**src/rtl/serial_framer_pkg.sv**
```systemverilog
// Shared definitions for the serial byte framer: framing states and the default delimiter.
package serial_framer_pkg;

   localparam logic [7:0] SYNC_WORD_DEFAULT = 8'hA5;

   typedef enum logic [1:0] {
      HUNT    = 2'd0,
      PAYLOAD = 2'd1,
      CHECK   = 2'd2
   } framer_state_e;

endpackage

```
**src/rtl/serial_byte_framer_sipo_shift8.sv**
```systemverilog
// 8-bit serial-in/parallel-out register; new bits enter at the LSB so the first bit ends up as the MSB.
module sipo_shift8 (
   input  logic       clk,
   input  logic       rst_n,
   input  logic       shift_en,
   input  logic       clear,
   input  logic       bit_in,
   output logic [7:0] data_q
);

   logic [7:0] data_d;

   // Clear wins over shift so a lock-loss edge leaves no stale delimiter bits behind.
   always_comb begin
      data_d = data_q;
      if (clear) begin
         data_d = 8'h00;
      end else if (shift_en) begin
         data_d = {data_q[6:0], bit_in};
      end
   end

   always_ff @(posedge clk or negedge rst_n) begin
      if (!rst_n) begin
         data_q <= 8'h00;
      end else begin
         data_q <= data_d;
      end
   end

endmodule

```
**src/rtl/serial_byte_framer.sv**
```systemverilog
// Serial bit-stream framer: hunts for a delimiter byte, then emits fixed-length payload frames
// and tolerates up to MISS_LIMIT-1 consecutive bad delimiters before dropping lock.
module serial_byte_framer
   import serial_framer_pkg::*;
#(
   parameter logic [7:0] SYNC_WORD   = SYNC_WORD_DEFAULT,
   parameter int         FRAME_BYTES = 16,
   parameter int         MISS_LIMIT  = 2
) (
   input  logic       clk,
   input  logic       rst_n,
   input  logic       bit_in,
   input  logic       bit_valid,
   output logic [7:0] byte_out,
   output logic       byte_valid,
   output logic       locked,
   output logic       sync_err
);

   localparam int             BCW       = $clog2(FRAME_BYTES + 1);
   localparam logic [BCW-1:0] LAST_BYTE = BCW'(FRAME_BYTES - 1);
   localparam logic [2:0]     MISS_MAX  = 3'(MISS_LIMIT);

   framer_state_e  state_q, state_d;
   logic [2:0]     bit_cnt_q, bit_cnt_d;
   logic [BCW-1:0] byte_cnt_q, byte_cnt_d;
   logic [2:0]     miss_cnt_q, miss_cnt_d;
   logic [3:0]     fill_cnt_q, fill_cnt_d;
   logic [7:0]     byte_out_q, byte_out_d;
   logic           byte_valid_q, byte_valid_d;
   logic           locked_q, locked_d;
   logic           sync_err_q, sync_err_d;
   logic [2:0]     miss_inc;
   logic           sr_clear;
   logic [7:0]     sr_q;
   logic [7:0]     sr_next;

   sipo_shift8 u_sipo (
      .clk      (clk),
      .rst_n    (rst_n),
      .shift_en (bit_valid),
      .clear    (sr_clear),
      .bit_in   (bit_in),
      .data_q   (sr_q)
   );

   // The byte as it will look once the bit sampled on this edge has been shifted in.
   assign sr_next = {sr_q[6:0], bit_in};

   always_comb begin
      state_d      = state_q;
      bit_cnt_d    = bit_cnt_q;
      byte_cnt_d   = byte_cnt_q;
      miss_cnt_d   = miss_cnt_q;
      fill_cnt_d   = fill_cnt_q;
      byte_out_d   = byte_out_q;
      byte_valid_d = 1'b0;
      locked_d     = locked_q;
      sync_err_d   = 1'b0;
      sr_clear     = 1'b0;
      miss_inc     = miss_cnt_q + 3'd1;

      if (bit_valid) begin
         case (state_q)
            HUNT: begin
               if (fill_cnt_q != 4'd8) begin
                  fill_cnt_d = fill_cnt_q + 4'd1;
               end
               // fill_cnt_q >= 7 means this edge completes at least 8 bits since entering HUNT.
               if (fill_cnt_q >= 4'd7 && sr_next == SYNC_WORD) begin
                  state_d    = PAYLOAD;
                  locked_d   = 1'b1;
                  bit_cnt_d  = 3'd0;
                  byte_cnt_d = '0;
                  miss_cnt_d = 3'd0;
                  fill_cnt_d = 4'd0;
               end
            end

            PAYLOAD: begin
               bit_cnt_d = bit_cnt_q + 3'd1;
               if (bit_cnt_q == 3'd7) begin
                  byte_out_d   = sr_next;
                  byte_valid_d = 1'b1;
                  if (byte_cnt_q == LAST_BYTE) begin
                     byte_cnt_d = '0;
                     state_d    = CHECK;
                  end else begin
                     byte_cnt_d = byte_cnt_q + BCW'(1);
                  end
               end
            end

            CHECK: begin
               bit_cnt_d = bit_cnt_q + 3'd1;
               if (bit_cnt_q == 3'd7) begin
                  if (sr_next == SYNC_WORD) begin
                     state_d    = PAYLOAD;
                     miss_cnt_d = 3'd0;
                  end else begin
                     sync_err_d = 1'b1;
                     if (miss_inc == MISS_MAX) begin
                        state_d    = HUNT;
                        locked_d   = 1'b0;
                        miss_cnt_d = 3'd0;
                        fill_cnt_d = 4'd0;
                        sr_clear   = 1'b1;
                     end else begin
                        state_d    = PAYLOAD;
                        miss_cnt_d = miss_inc;
                     end
                  end
               end
            end

            default: begin
               state_d = HUNT;
            end
         endcase
      end
   end

   always_ff @(posedge clk or negedge rst_n) begin
      if (!rst_n) begin
         state_q      <= HUNT;
         bit_cnt_q    <= 3'd0;
         byte_cnt_q   <= '0;
         miss_cnt_q   <= 3'd0;
         fill_cnt_q   <= 4'd0;
         byte_out_q   <= 8'h00;
         byte_valid_q <= 1'b0;
         locked_q     <= 1'b0;
         sync_err_q   <= 1'b0;
      end else begin
         state_q      <= state_d;
         bit_cnt_q    <= bit_cnt_d;
         byte_cnt_q   <= byte_cnt_d;
         miss_cnt_q   <= miss_cnt_d;
         fill_cnt_q   <= fill_cnt_d;
         byte_out_q   <= byte_out_d;
         byte_valid_q <= byte_valid_d;
         locked_q     <= locked_d;
         sync_err_q   <= sync_err_d;
      end
   end

   assign byte_out   = byte_out_q;
   assign byte_valid = byte_valid_q;
   assign locked     = locked_q;
   assign sync_err   = sync_err_q;

endmodule

```
**config.mk**
```make
export PLATFORM = sky130hd
export DESIGN_NAME = serial_byte_framer
export DESIGN_NICKNAME = d
export VERILOG_FILES = /design/src/rtl/serial_framer_pkg.sv /design/src/rtl/serial_byte_framer_sipo_shift8.sv /design/src/rtl/serial_byte_framer.sv
export SDC_FILE = /design/constraint.sdc
export NUM_CORES = 1
export LEC_CHECK = 0
export CORE_UTILIZATION = 55
export CTS_CLUSTER_DIAMETER = 120
export DETAILED_ROUTE_END_ITERATION = 8
export PLACE_DENSITY = 0.78
export SETUP_SLACK_MARGIN = 0.02
export SKIP_LAST_GASP = 1
export SYNTH_ARGS = -nofsm -noshare
export SYNTH_HDL_FRONTEND = slang
export SYNTH_SLANG_ARGS = --single-unit
```
**constraint.sdc**
```tcl
create_clock -name clk -period 2.3 [get_ports clk]
set_clock_uncertainty 0.05 [all_clocks]
set_input_delay 0.345 -clock clk [delete_from_list [all_inputs] [get_ports clk]]
set_output_delay 0.345 -clock clk [all_outputs]
set_load 0.03 [all_outputs]
```
Word level (Yosys, flattened, before mapping)
Cells that the tools add are included.
{"block": "totals", "inputBits": 4, "output_inout_bits": 11, "regBits": 35, "elab_cells": 85}
{"block": "op_classes", "mux": 42, "eq_ne": 14, "n_reduce_logical": 14, "n_lt_le_gt_ge": 1, "n_addsub": 4}
{"cell": "$mux W4", "count": 5}
{"cell": "$mux W1", "count": 18}
{"cell": "$mux W5", "count": 3}
{"cell": "$mux W7", "count": 2}
{"cell": "$mux W3", "count": 4}
{"cell": "$ne A2 B2 Y1 const B", "count": 6}
{"cell": "$pmux W3 S2", "count": 2}
{"cell": "$reduce_and A6 Y1", "count": 2}
{"cell": "$pmux W5 S2", "count": 1}
{"cell": "$eq A8 B8 Y1 const B", "count": 1}
{"cell": "$mux W2", "count": 4}
{"cell": "$pmux W4 S2", "count": 1}
{"cell": "$reduce_and A4 Y1", "count": 2}
{"cell": "$reduce_bool A2 Y1", "count": 4}
{"cell": "$add A3 B1 Y3 const B", "count": 2}
{"cell": "$pmux W2 S3", "count": 1}
{"cell": "$reduce_and A3 Y1", "count": 2}
{"cell": "$add A5 B1 Y5 const B", "count": 1}
{"cell": "$eq A5 B4 Y1 const B", "count": 1}
{"cell": "$reduce_and A5 Y1", "count": 1}
{"cell": "$add A4 B1 Y4 const B", "count": 1}
{"cell": "$ge A4 B3 Y1 const B", "count": 1}
{"cell": "$ne A4 B4 Y1 const B", "count": 1}
{"cell": "$eq A3 B2 Y1 const B", "count": 1}
{"cell": "other kinds (8)", "count": 8}

Depth between registers and ports, before layout
Gate-level depths: netlist (run 1).
{"block": "depth", "ltp_word": 8, "ltp_mapped": 7, "mapped_depth_nobuf": 6}

Hierarchy
From an unflattened synthesis (run 1), not the netlist that was laid out.
{"block": "hier_totals", "hier_cells": 169, "hier_area_um2": 1920.6}
{"module": "serial_byte_framer", "instances": 1, "seq_area_each_um2": 700.7, "area_per_inst_um2": 1595.3, "cells_per_inst": 143}
{"module": "sipo_shift8", "instances": 1, "seq_area_each_um2": 200.2, "area_per_inst_um2": 325.3, "cells_per_inst": 26}

Worst setup path before layout (run 1)
OpenSTA, ideal clock, no wires.
{"block": "synth_path", "kind": "reg2reg", "startpoint": "reg u_sipo.data_q[5]", "endpoint": "reg bit_cnt_q[0]", "setup_time_ns": 0.128, "slack_ns": 0.542, "n_path_buf": 0, "path_stages_with_launch": 5, "t_arrival_ns": 1.580, "t_required_ns": 2.122, "synth_period_minus_slack_ns": 1.758, "path_cell_list": "dfrtp_1 -> nand4bb_4 -> o31ai_4 -> nor3b_4 -> mux2_1"}
{"block": "synth_between", "elab_chain_len": 4}
{"element": "start, declared", "line": "serial_byte_framer_sipo_shift8.sv:8", "rtl": "output logic [7:0] data_q"}
{"element": "start signal, assigned", "line": "serial_byte_framer_sipo_shift8.sv:27", "rtl": "data_q <= data_d;"}
{"element": "$eq A8 B8 Y1", "line": "serial_byte_framer.sv:70", "rtl": "if (fill_cnt_q >= 4'd7 && sr_next == SYNC_WORD) begin"}
{"element": "$logic_and A1 B1 Y1", "line": "serial_byte_framer.sv:70"}
{"element": "$ne A2 B2 Y1 (no source line)"}
{"element": "$reduce_and A3 Y1 (no source line)"}
{"element": "end signal, assigned", "line": "serial_byte_framer.sv:136", "rtl": "bit_cnt_q <= bit_cnt_d;"}
{"element": "end, declared", "line": "serial_byte_framer.sv:25", "rtl": "logic [2:0] bit_cnt_q, bit_cnt_d;"}
No other way between the ends.
A chain may end at the register's enable or synchronous reset.

Worst setup path in the final report (run 1)
{"block": "layout_path", "startpoint": "reg state_q[1]", "endpoint": "reg byte_cnt_q[0]"}
{"block": "layout_between", "elab_chain_len": 3, "elab_cells_between_ends": 7, "cone_classes": "eq/ne: 3; mux: 1; reduce/logical: 3"}
{"element": "start, declared", "line": "serial_byte_framer.sv:24", "rtl": "framer_state_e state_q, state_d;"}
{"element": "start signal, assigned", "line": "serial_byte_framer.sv:135", "rtl": "state_q <= state_d;"}
{"element": "$eq A2 B1 Y1 / $logic_not A2 Y1 (equally long branches)", "line": "serial_byte_framer.sv:64", "rtl": "case (state_q)"}
{"element": "$ne A2 B2 Y1 (no source line) / $reduce_bool A2 Y1 (equally long branches)"}
{"element": "$reduce_and A4 Y1 (no source line)"}
{"element": "end signal, assigned", "line": "serial_byte_framer.sv:137", "rtl": "byte_cnt_q <= byte_cnt_d;"}
{"element": "end, declared", "line": "serial_byte_framer.sv:26", "rtl": "logic [BCW-1:0] byte_cnt_q, byte_cnt_d;"}
Several ways; a longest one is shown, not always the timed one.

==> metrics.txt, run 1 <==
outcome finished clean; Reg area 876 um2; maximum vdd ir drop 0.718 mV; Slew Viols, Final 0; Initial Util between 50% and 60%; vias in the first global route 1311; clock root cell clkbuf_4; Post-CTS Resized 0; WS Path Type register to register; P_leak 0.993 nW; DIE AREA ~0.0036 mm2; Worst Slack Setup Final 0.354 ns; post-synthesis sequential area ratio 47.7%; Die Y ~60 um; Remaining Overflow, GRT 0; GRT Resource Usage Total 22.8%; critical path required time 2.48 ns; Final Total Pwr 0.00204 W; CTS tree done; critical path fanouts, max 10; final net count 199; core area 0.00310 mm2; critical path startpoint state_q[1]$_DFFE_PN0P_; setup TNS 0 ns; Fillers about 250; number of routed nets with antenna violations 0; Site Rows 20; Vias/cell roughly 5.7; Synth warnings 0; clk_lat worst skew 0.34 ns; FF+latch count, synth 35; syn_area_per_cell 11.6 um2; ys flop type dfrtp_1; Cells after DPL 221; EDFF count, synth 0; Area contributors post-synth dfrtp_1 (48%), ha_1 (7.5%), mux2_2 (6.7%); initial drt markers 66; R2R setup slack about 0.35 ns; Place WS 0.0229 ns; RSZ-0062 raised after global routing no; Ant. Diodes 0; CP Launch Type register; drt pass-1 iters 4; placed wire-length estimate 2.47 mm; hold crit path type input pin to async pin; Wirelength per Cell ~15 um; Synth top area share 47.7%; Synth Instances 158; Worst Path Arrival 2.13 ns; minimum clock period 1.95 ns; number of antenna violations at the first check in global routing 0; final hold vios 0; Highest Clock Rate ~500 MHz; most common library cell in the layout ignoring fill and taps dfrtp_1; Worst R2R End byte_cnt_q[0]$_DFFE_PN0P_; Via Count 1292; layout cell share with drive strength beyond 1 17.4%; Max Cap Viol 0; unique cell type count in the Yosys netlist 35; CTS buffer count 5; R2R depth 6; max-slew headroom at the worst pin 70.4%; pwr/cell area 958 mW/mm2; Synth Net Count around 170; final WL roughly 3.4 mm; most frequent cells in the layout dfrtp_1 (35), clkdlybuf4s50_1 (14), inv_1 (12); fin crit share 84.6%; port buffer count 14; Worst Tran Pin Value 0.444 ns; final std cells w/o fill roughly 230; # IOs 15; setup violators final 0; Post-CTS Setup Bufs 0; Syn-to-layout area delta 16.2%; TritonCTS Sinks 35; Worst-path clk slew 0.10 ns; first-pass GRT wire length ~5.8 mm; H-tree levels 2; gpl congestion 0.797; DRC viols 0; Chip Width 59.8 um; Worst Setup End Kind register; FFs w/ async S/R, synth 100%; largest net degree at the start of global routing 36; area leader, netlist dfrtp_1; clock buffer depth 2; reg2reg start state_q[1]$_DFFE_PN0P_; Mapped Area 0.00184 mm2; area of the multi-input gates 902 um2; Hold-fix buffers, CTS 0
-- cell usage after synthesis, drive strengths merged (2+ instances only) --
library cell and count:
ha 11, nor2 11, nor2b 2, mux2i 7, and4bb 2, nand3 9, o211ai 2, mux2 14
a22o 7, o21ai 5, inv 12, nand4bb 2, dfrtp 35, buf 2, a41oi 2, nand2b 5
a32o 2, nor3 3, nand2 9, a211oi 2
-- worst max-delay path by stage --
stage               cells after the start                         to  slack, ns
finish                                  6  byte_cnt_q[0]$_DFFE_PN0P_       0.35
global route                            6  byte_cnt_q[1]$_DFFE_PN0P_       0.20
CTS                                     6  byte_cnt_q[0]$_DFFE_PN0P_       0.38
detailed placement                      5  byte_cnt_q[0]$_DFFE_PN0P_       0.02
global placement                        5  byte_cnt_q[0]$_DFFE_PN0P_       0.09
floorplan                               4   bit_cnt_q[0]$_DFFE_PN0P_       0.54
-- through the flow --
stage	utilization, %	cell area [um2]	hold slack, ns
global route	68.8	2130	0.401
finish	68.8	2130	0.363
CTS	68.8	2130	0.366
detailed placement	67.0	2080	0.442
global placement	67.0	2080	0.437
floorplan	-	1840	-0.000591
-- layer usage --
metal  vias to the layer above  GRT usage, %  part of all wire, %
met4                         0          10.6                  1.8
met5                         -             0                    0
met2                        18          38.7                   52
li1                        624             -                    -
met3                         4          6.71                  3.2
met1                       646          26.3                   43
-- layout make-up --
class	count	area share, %
multi-input combinational	108	42.3
sequential	35	41.0
timing repair buffer	22	9.38
tap	44	2.58
clock buffer	6	2.40
inverter	12	2.11
clock inverter	1	0.234
-- power by group --
part           total [W]  switching (W)  internal [W]
Combinational   0.000826       0.000429      0.000397
Sequential      0.000880       0.000109      0.000770
Clock           0.000338       0.000196      0.000142
Total            0.00204       0.000735       0.00131
-- cells by family (layout without fill, tap and decap cells) --
family | count (synthesis) | after routing | synth area share, %
fa+ha+maj | 11 | 11 | 7.49
simple gates | 47 | 47 | 16.1
compound gates | 29 | 29 | 13.1
flops | 35 | 35 | 47.7
buf+inv | 15 | 41 | 3.20
mux | 21 | 21 | 12.4
-- state kept, by name, summed over array words and instances, names as in the netlist --
name           count
state_q            2
miss_cnt_q         3
locked             1
byte_cnt_q         5
byte_out           8
bit_cnt_q          3
byte_valid         1
u_sipo.data_q      7
sync_err           1
fill_cnt_q         4
-- critical path: stages (launching register included) --
cell and delay (ns):
dfrtp_1 0.43, inv_1 0.09, ha_1 0.36, mux2i_1 0.13, nor2_1 0.17, and2_1 0.26
mux2_2 0.36
Power figures use the tool's default switching activity.
==> inputs of run 2 (changes only) <==
--- a/config.mk
+++ b/config.mk
@@ -5,10 +5,10 @@
 export SDC_FILE = /design/constraint.sdc
 export NUM_CORES = 1
 export LEC_CHECK = 0
-export CORE_UTILIZATION = 55
+export CORE_UTILIZATION = 51
 export CTS_CLUSTER_DIAMETER = 120
 export DETAILED_ROUTE_END_ITERATION = 8
-export PLACE_DENSITY = 0.78
+export PLACE_DENSITY = 0.76
 export SETUP_SLACK_MARGIN = 0.02
 export SKIP_LAST_GASP = 1
 export SYNTH_ARGS = -nofsm -noshare
==> constraint.sdc (replaced) <==
create_clock -name clk -period 1.7 [get_ports clk]
set_clock_uncertainty 0.05 [all_clocks]
set_input_delay 0.255 -clock clk [delete_from_list [all_inputs] [get_ports clk]]
set_output_delay 0.255 -clock clk [all_outputs]
set_load 0.03 [all_outputs]
==> metrics.txt, run 2 (synthesized netlist as in run 1, its figures left out) <==
Ant. Diodes 0; Initial Util 54.2%; clk_lat worst skew 0.34 ns; most frequent cells in the layout buf_4 (39), dfrtp_1 (35), nor2_1 (11); critical path required time around 1.9 ns; Highest Clock Rate 562 MHz; final net count approximately 240; dpl cell area 0.00235 mm2; hold_ws 0.272 ns; post-route cell area 0.00259 mm2; drt pass-1 iters 5; CTS buffer count 5; Crit-path slowest cell dfrtp_1; failing checks setup timing; first-pass GRT wire length 6.96 mm; Final Total Pwr 0.00312 W; final std cells w/o fill 268; Worst Tran Pin Value 0.438 ns; Site Rows 21; outcome finished, violations left; vias in the first global route 1575; Wirelength per Cell roughly 17 um; CTS tree done; Worst Slack Setup Final -0.0789 ns; Worst-path clk slew approximately 0.11 ns; pwr/cell area 1210 mW/mm2; most common library cell in the layout ignoring fill and taps buf_4; CP Launch Type register; largest net degree at the start of global routing 36; critical path fanouts, max 5; reg2reg start u_sipo.data_q[0]$_DFFE_PN0P_; Vias/cell 5.53; Worst Setup End Kind register; Die Y 62.0 um; Worst Path Arrival just under 2 ns; DIE AREA just under 0.004 mm2; Remaining Overflow, GRT 0; WS Path Type register to register; Via Count roughly 1500; Syn-to-layout area delta 40.9%; Buf+Inv Stages, Crit Path 0; final hold vios 0; clock buffer depth 2; CP cell instances nand4bb_4, o31ai_4, o2111a_1, mux2_4; # IOs 15; gpl congestion 0.782; Slew Viols, Final 0; critical path startpoint u_sipo.data_q[0]$_DFFE_PN0P_; final WL 4.49 mm; Max Cap Viol 0; setup violators final 11; initial drt markers 65; number of antenna violations at the first check in global routing 0; GRT Resource Usage Total about a quarter; minimum clock period 1.78 ns; RSZ-0062 raised after global routing yes; CP top delay family compound AO/OA/AOI/OAI gates; Chip Width just over 60 um; maximum vdd ir drop 0.918 mV; port buffer count 14; hold crit path type input pin to async pin; Crit path largest cell delay 0.39 ns; placed wire-length estimate 3.00 mm; P_leak ~1.2 nW; fin crit share 105%; Cells after DPL 255; DRC viols 0; H-tree levels 2; core area 0.00339 mm2; clock root cell clkbuf_4; layout cell share with drive strength beyond 1 41.9%; TritonCTS Sinks 35; max reg flops 8; number of routed nets with antenna violations 0; post-layout util 76.3%; max-slew headroom at the worst pin 70.8%
-- run 2: changes by cell type in the layout (fill, tap and decap cells not counted), moves of 5 or more --
cell             previous run  this run
buf_4                       8        39
clkdlybuf4s50_1            14         3
buf_6                       0         5
ha_1                       11         3
dlygate4sd2_1               0         9
-- run 2: power breakdown --
part	switching (W)	internal [W]	total [W]
clock	0.000287	0.000158	0.000445
sequential	0.000142	0.00104	0.00118
combinational	0.000744	0.000747	0.00149
total	0.00117	0.00195	0.00312
-- run 2: final cells by class --
class	count	area [um2]
clock buffer	5	37.5
clock inverter	3	20.0
fill	215	802
inverter	12	45.0
multi-input combinational	108	1050
sequential	35	876
tap	46	57.6
timing repair buffer	59	503
-- run 2: layer usage --
metal / track usage [%] / vias up / part of all wire [%]
li1: - / 695 / -
met1: 29.3 / 735 / 40
met2: 45.1 / 40 / 56
met3: 6.21 / 11 / 3.4
met4: 7.30 / 0 / 1.4
met5: 0 / - / 0
-- run 2: what timing repair did --
item                                    4_1_cts  5_1_grt
buffers inserted                              4        2
gates resized for setup                      20       25
hold buffers                                  0        0
pin swaps                                     5        7
endpoints found under the setup margin       35       35
-- run 2: path summary, 6_finish.rpt --
kind | endpoint | slack [ns] | cells past startpoint
min | byte_valid$_DFF_PN0_ | 0.27 | 2
min in group clk | byte_out[4]$_DFFE_PN0P_ | 0.46 | 1
max | state_q[1]$_DFFE_PN0P_ | -0.08 | 4
min reg2reg | byte_out[4]$_DFFE_PN0P_ | 0.46 | 1
max in group asynchronous | byte_cnt_q[0]$_DFFE_PN0P_ | 1.01 | 2
max reg2reg | state_q[1]$_DFFE_PN0P_ | -0.08 | 4
-- run 2: stage by stage --
| step | setup slack (ns) | setup TNS, ns |
|---|---|---|
| 2_1_floorplan | -0.0498 | -0.0775 |
| 3_3_place_gp | -0.322 | -5.74 |
| 3_5_place_dp | -0.398 | -7.73 |
| 4_1_cts | -0.0682 | -0.415 |
| 5_1_grt | -0.153 | -1.58 |
| 6_report | -0.0789 | -0.385 |
